$ cat config.mk
export PLATFORM = sky130hd
export DESIGN_NAME = regfile_multiport
export DESIGN_NICKNAME = d
export VERILOG_FILES = /design/src/rtl/regfile_pkg.sv /design/src/rtl/regfile_multiport_clear_fsm.sv /design/src/rtl/regfile_multiport.sv
export SDC_FILE = /design/constraint.sdc
export NUM_CORES = 2
export LEC_CHECK = 0
export BUFFER_PORTS_ARGS = -buffer_cell sky130_fd_sc_hd__buf_2
export CAP_MARGIN = 25
export CORE_MARGIN = 3
export CORE_UTILIZATION = 50
export CTS_CLUSTER_SIZE = 16
export DETAILED_ROUTE_END_ITERATION = 16
export PLACE_DENSITY_LB_ADDON = 0.3
export SYNTH_ARGS = -nofsm -noshare
export SYNTH_HDL_FRONTEND = slang
export SYNTH_SLANG_ARGS = --single-unit
$ cat constraint.sdc
create_clock -name clk -period 6.86 [get_ports clk]
set_input_delay 0.686 -clock clk [delete_from_list [all_inputs] [get_ports clk]]
set_output_delay 0.686 -clock clk [all_outputs]
set_load 0.005 [all_outputs]
$ cat src/rtl/regfile_pkg.sv
// rtl/regfile_pkg.sv - shared types, limits and forwarding-select helper for the multiport register file
package regfile_pkg;

    // Sweep controller states: clearing storage after reset, then normal operation
    typedef enum logic {
        RF_CLEAR = 1'b0,
        RF_RUN   = 1'b1
    } rf_state_t;

    // Upper bound on read ports supported by the bank
    localparam int RF_MAX_RD = 4;

    // Widest address the forwarding helper accepts; callers size-cast into it
    localparam int RF_MAX_AW = 16;

    // Forwarding source encodings returned by rf_fwd_sel
    localparam logic [1:0] RF_SRC_MEM   = 2'b00;
    localparam logic [1:0] RF_SRC_LANE0 = 2'b01;
    localparam logic [1:0] RF_SRC_LANE1 = 2'b10;

    // Picks where a same-cycle read should take its data from.
    // Lane 1 is the younger instruction so it overrides lane 0; writes to
    // entry 0 are dropped and therefore never forward.
    function automatic logic [1:0] rf_fwd_sel(
        input logic [RF_MAX_AW-1:0] addr,
        input logic                 we0,
        input logic [RF_MAX_AW-1:0] wa0,
        input logic                 we1,
        input logic [RF_MAX_AW-1:0] wa1
    );
        logic [1:0] sel;
        sel = RF_SRC_MEM;
        if (we1 && (wa1 != '0) && (wa1 == addr)) begin
            sel = RF_SRC_LANE1;
        end else if (we0 && (wa0 != '0) && (wa0 == addr)) begin
            sel = RF_SRC_LANE0;
        end
        return sel;
    endfunction

endpackage

$ cat src/rtl/regfile_multiport_clear_fsm.sv
// rtl/regfile_multiport_clear_fsm.sv - post-reset clear sweep controller: state, sweep pointer, ready
module regfile_multiport_clear_fsm
    import regfile_pkg::*;
#(
    parameter int DEPTH = 32,
    parameter int AW    = $clog2(DEPTH)
) (
    input  logic          clk,
    input  logic          rst,
    output logic          clr_we,
    output logic [AW-1:0] clr_addr,
    output logic          ready
);

    // Last entry the sweep visits; entry 0 is never stored so the sweep starts at 1
    localparam logic [AW-1:0] LAST_ADDR  = AW'(DEPTH - 1);
    localparam logic [AW-1:0] FIRST_ADDR = AW'(1);

    rf_state_t     state_q;
    rf_state_t     state_d;
    logic [AW-1:0] ptr_q;
    logic [AW-1:0] ptr_d;

    // State and sweep pointer registers; reset always restarts the sweep at entry 1
    always_ff @(posedge clk) begin
        if (rst) begin
            state_q <= RF_CLEAR;
            ptr_q   <= FIRST_ADDR;
        end else begin
            state_q <= state_d;
            ptr_q   <= ptr_d;
        end
    end

    // Next-state and outputs: one entry cleared per cycle, RUN once the last entry is written
    always_comb begin
        state_d  = state_q;
        ptr_d    = ptr_q;
        clr_we   = 1'b0;
        clr_addr = ptr_q;
        ready    = 1'b0;
        case (state_q)
            RF_CLEAR: begin
                clr_we = 1'b1;
                if (ptr_q == LAST_ADDR) begin
                    state_d = RF_RUN;
                    ptr_d   = FIRST_ADDR;
                end else begin
                    ptr_d = ptr_q + AW'(1);
                end
            end
            RF_RUN: begin
                ready = 1'b1;
            end
            default: begin
                state_d = RF_CLEAR;
                ptr_d   = FIRST_ADDR;
            end
        endcase
    end

endmodule

$ cat src/rtl/regfile_multiport.sv
// rtl/regfile_multiport.sv - NUM_RD-read / 2-write register bank, entry 0 hardwired to zero; REGFILE_BYPASS_EN selects write-first reads
module regfile_multiport
    import regfile_pkg::*;
#(
    parameter int WIDTH  = 32,
    parameter int DEPTH  = 32,
    parameter int NUM_RD = 2,
    // Derived from DEPTH; left as a parameter only so it can size the ports
    parameter int AW     = $clog2(DEPTH)
) (
    input  logic                    clk,
    input  logic                    rst,
    output logic                    ready,
    input  logic                    we0,
    input  logic [AW-1:0]           waddr0,
    input  logic [WIDTH-1:0]        wdata0,
    input  logic                    we1,
    input  logic [AW-1:0]           waddr1,
    input  logic [WIDTH-1:0]        wdata1,
    input  logic [NUM_RD*AW-1:0]    rd_addr,
    output logic [NUM_RD*WIDTH-1:0] rd_data
);

    // Storage; index 0 is never written and every read of it is forced to zero
    logic [WIDTH-1:0] mem [DEPTH];

    logic          clr_we;
    logic [AW-1:0] clr_addr;

    regfile_multiport_clear_fsm #(
        .DEPTH (DEPTH),
        .AW    (AW)
    ) u_clear_fsm (
        .clk      (clk),
        .rst      (rst),
        .clr_we   (clr_we),
        .clr_addr (clr_addr),
        .ready    (ready)
    );

    // Qualified lane enables: only in RUN, never to entry 0
    logic lane0_wr;
    logic lane1_wr;
    assign lane0_wr = ready && we0 && (waddr0 != '0);
    assign lane1_wr = ready && we1 && (waddr1 != '0);

    // Storage writes: sweep clear during CLEAR, otherwise both lanes with lane 1 applied last so it wins collisions
    always_ff @(posedge clk) begin
        if (!rst) begin
            if (clr_we) begin
                mem[clr_addr] <= '0;
            end else begin
                if (lane0_wr) begin
                    mem[waddr0] <= wdata0;
                end
                if (lane1_wr) begin
                    mem[waddr1] <= wdata1;
                end
            end
        end
    end

    genvar k;
    generate
        for (k = 0; k < NUM_RD; k++) begin : g_rd
            logic [AW-1:0]    ra;
            logic [WIDTH-1:0] rd_next;
            logic [WIDTH-1:0] rd_q;

            assign ra = rd_addr[k*AW +: AW];

`ifdef REGFILE_BYPASS_EN
            logic [1:0] src;
            assign src = rf_fwd_sel(RF_MAX_AW'(ra), lane0_wr, RF_MAX_AW'(waddr0),
                                    lane1_wr, RF_MAX_AW'(waddr1));

            // Write-first read: same-cycle write data overrides the stored value
            always_comb begin
                rd_next = mem[ra];
                case (src)
                    RF_SRC_LANE1: rd_next = wdata1;
                    RF_SRC_LANE0: rd_next = wdata0;
                    default:      rd_next = mem[ra];
                endcase
                if (ra == '0) begin
                    rd_next = '0;
                end
            end
`else
            // Read-first: the stored value before this edge's writes
            always_comb begin
                rd_next = mem[ra];
                if (ra == '0) begin
                    rd_next = '0;
                end
            end
`endif

            // Registered read port; held at zero through reset and the clear sweep
            always_ff @(posedge clk) begin
                if (rst || !ready) begin
                    rd_q <= '0;
                end else begin
                    rd_q <= rd_next;
                end
            end

            assign rd_data[k*WIDTH +: WIDTH] = rd_q;
        end
    endgenerate

endmodule
After elaboration in Yosys (flattened, before gate mapping). Memories as Yosys holds them, arrays and structs flattened. A register that Yosys moved wholly into a read port is not among the register bits. Cells that the tools add are included. Widths: inputs -> output; s select.

Add/subtract/negate cells: 1. Eq/ne operators: 1. Multiplexer cells: 18. Reductions and logical operators: 13.

Operators by type and width (number): $mux 32 (1); $reduce_or 32->1 (1); $mux 1 (15); $logic_not 5->1 (2); $mux 5 (2); $reduce_bool 5->1 (2); $add 5x1->5 const B (1); $eq 5x5->1 const B (1); $logic_and 1x1->1 (4); $reduce_or 2->1 (2); $logic_not 1->1 (1); $logic_or 1x1->1 (1).

Flip-flop bits (word level): 6. Bits in writable memories: 1024. Bits of input ports: 88. Output and inout bits: 65. Logic and storage cells: 36. Memories: 1.

Memories: mem (depth 32, bits a word 32, read ports 2, clocked after memory_dff 2, wr ports 2, line regfile_multiport.sv:25) `logic [WIDTH-1:0] mem [DEPTH];`.

Longest topological paths before layout.
Word-level depth: 9. Mapped depth: 8. Gate-level depth less buffers: 6.

Cells and area by module. Synthesis repeated with hierarchy kept, for this count alone.

Cell total of the unflattened synthesis: 4492. Area, all modules: 62698.9 um2.

By module, submodules not included: regfile_multiport (times used 1, cells each 4463, area an instance 62424.9 um2, sequential area each 32030.7 um2); regfile_multiport_clear_fsm (times used 1, cells each 29, area an instance 274.0 um2, sequential area each 120.1 um2).

Least setup slack after synthesis. No wires, ideal clock.

Path kind: input to register. Start point: input port waddr0[2]. End point: memory mem[8][0], enable pin. Library setup time: 0.466 ns. Arrival time: 4.147 ns. Data required time: 6.394 ns. Slack: 2.247 ns. Stages: 5. Buffers on the path: 1. Cells stage by stage: buf_2 -> or4_1 -> o21ai_2 -> a31oi_1 -> o21ai_0.

RTL lines: from (decl) (line regfile_multiport.sv:15) `input logic [AW-1:0] waddr0,`; to (decl) (line regfile_multiport.sv:25).

==> run_results.csv <==
group,metric,value,unit
worst_setup_path,start_kind,"flip-flop",
route,wl,218000,um
worst_setup_path,endpoint_kind,"flip-flop",
place,gp_congestion,0.854,
synthesis,synth_warnings,0,
route,drt_iter0_drc,5542,
place,place_inst,5871,
worst_setup_path,crit_arrival,4220,ps
synthesis,syn_area_per_cell,13.9,sq um
timing,setup_tns,0,ps
route,route.detailed.drc,0,
finish,final_nets,4467,
global_route,grt_max_degree,115,
floorplanning,die_h,360,um
pwr,power.leakage,24.8,nW
floorplanning,row_count,129,
timing,slew_viol_final,0,
floorplanning,core,0.124,sq mm
synthesis,synthArstFlopShare,0,
synthesis,yosys.area.top_type,"edfxtp_1",
clock_network,cts_tree,"done",
floorplanning,io_pins,153,
floorplanning,start_util,0.505,
finish,layout_commonest_cell,"mux2_2",
global_route,grt_pass1_wl,309000,um
place,dpl.hpwl,122000,um
synthesis,ys_top_cells_by_area,"edfxtp_1 49%, mux2_2 19%, mux2i_1 12%",
timing,rsz0062_at_grt,"false",
floorplanning,die_area,0.130,sq mm
global_route,grt_overflow,0,
synthesis,syn_area,0.0628,sq mm
hold_path,min_path_type,"in2reg",
global_route,grtUsageTotal,0.328,
timing,hold_viol_final,0,
timing,timing.fmax,259,MHz
clock_network,clockBufferDepth,3,
worst_setup_path,crit_required,7220,ps
finish,syn2layout_area_growth,10.3,%
finish,stdcell_count,6129,
clock_network,ctsResizeCount,0,
route,post_drt_wl_per_cell,35.6,um
clock_network,cts-root-buf,"clkbuf_16",
timing,fin_worst_skew,21.0,ps
clock_network,holdBufCountCts,0,
synthesis,syn_inst,4509,
finish,fill_cells,10000,
clock_network,clock-sinks,1094,
synthesis,yosysSeqAreaShare,0.512,
worst_setup_path,path_max_fanout,33,
timing,final.period_utilization,0.562,
outcome,status,"completed",
pwr,power_density,212,mW/mm^2
route,vias_per_cell,7.01,
synthesis,syn_nets,4599,
finish,drive_gt1_frac,0.385,
synthesis,synth_top_area_frac,0.490,
finish,layout_common_cells,"1044 x mux2_2, 1024 x edfxtp_1, 771 x mux2i_1",
worst_setup_path,crit_type,"reg2reg",
place,port_buffers,152,
global_route,antenna_found_initial,7,
route,ant_nets,0,
finish,seqCellArea,0.0322,sq mm
route,drt_first_pass_iters,6,
timing,setup_viol_count_final,0,
clock_network,post-cts-setup-buffers,0,
synthesis,ys_seq_elements,1094,
route,dr_total_vias,43000,
pwr,vdd_drop_max,0.214,mV
floorplanning,die_w,360,um
timing,tightest_slew,1160,ps
clock_network,cts_made_buffers,121,
timing,post-route-min-period,3860,ps
synthesis,synth_ff_type,"edfxtp_1",
clock_network,worst_skew_pair.late_latency,730,ps
finish,multi_input_area,0.0289,sq mm
clock_network,clk_pin_slew,60,ps
synthesis,synth_edf_count,1024,
clock_network,htree_levels,3,
global_route,grt_pass1_vias,43400,
timing,maxSlewHeadroom,0.229,
flow_run,cap_violations,0,
synthesis,synth.distinct_cells,48,
## final cells by class
type	count	area share
clock buffer	150	0.0460
antenna	9	0.000325
multi-input combinational	2868	0.418
tap	1637	0.0296
sequential	1094	0.464
timing repair buffer	287	0.0324
inverter	5	0.000271
clock inverter	79	0.00963
## cells in the mapped netlist, types with 3 or more instances
cell and instances:
mux2_1 12, o21ai_0 19, clkbuf_1 248, a21oi_1 5
nand2_1 79, a31oi_1 7, o22ai_1 9, nor2b_1 11
nor3b_1 5, and2_1 38, clkbuf_2 6, edfxtp_1 1024
nand2b_1 8, buf_1 17, mux2_2 1044, a32oi_1 3
nor4_1 3, a22oi_1 385, nor3_1 8, dfxtp_1 70
buf_2 254, mux4_2 128, o21bai_1 7, buf_4 17
mux2i_1 771, and3_1 9, nand3_1 197, nand4_1 64
nor2_1 33, inv_1 5
## layer usage
| metal | wire [um] | track usage | vias to the layer above |
|---|---|---|---|
| met4 | 14600 | 0.196 | 4 |
| met3 | 22800 | 0.0705 | 695 |
| met1 | 78400 | 0.406 | 22000 |
| met5 | 22 | 0 | - |
| met2 | 102000 | 0.530 | 2773 |
| li1 | - | - | 17500 |
## per-stage QoR
| step | util | power [mW] | hold slack [ps] | setup WS [ps] | area (sq um) |
|---|---|---|---|---|---|
| floorplan | - | 8.02 | 510 | 2250 | 62800 |
| global placement | 0.522 | 8.33 | 543 | 2820 | 64800 |
| detailed placement | 0.523 | 8.35 | 561 | 2760 | 64900 |
| CTS | 0.554 | 14.7 | 277 | 3050 | 68800 |
| global route | 0.557 | 15.0 | 322 | 2910 | 69200 |
| finish | 0.557 | 14.7 | 311 | 3000 | 69300 |
## state kept, by name, summed over array words and instances, names as in the netlist
name                  cells
mem                    1024
g_rd.rd_q                64
u_clear_fsm.clr_addr      5
u_clear_fsm.state_q       1
## worst paths after layout
path / start / endpoint / slack, ps / cells after the start
setup / recovery: u_clear_fsm.state_q / mem[5][22] / 3000 / 5
hold reg to reg: u_clear_fsm.clr_addr[3] / u_clear_fsm.clr_addr[3] / 570 / 2
hold / removal: rst / u_clear_fsm.state_q / 310 / 2
setup reg to reg: u_clear_fsm.state_q / mem[5][22] / 3000 / 5
## critical path, stage by stage (launching register included)
cell and delay [ps]:
dfxtp_1 730, nand4b_1 300, nor3_1 800, nand2b_4 630, o21ai_4 460, buf_4 550
## logic make-up after synthesis
family / after synthesis / synth area share
AO/OA/AOI/OAI: 440 / 0.0513
adder cells (fa/ha/maj): 2 / 0.000398
buffers and inverters: 547 / 0.0389
flip-flops: 1094 / 0.512
multiplexers: 1955 / 0.358
AND/OR/NAND/NOR: 471 / 0.0395
## where the power goes
part	switching, mW	internal, mW
clock network	2.81	3.65
registers	0.0279	7.26
logic	0.621	0.329
total	3.46	11.2
(Power assumes the default switching activity.)
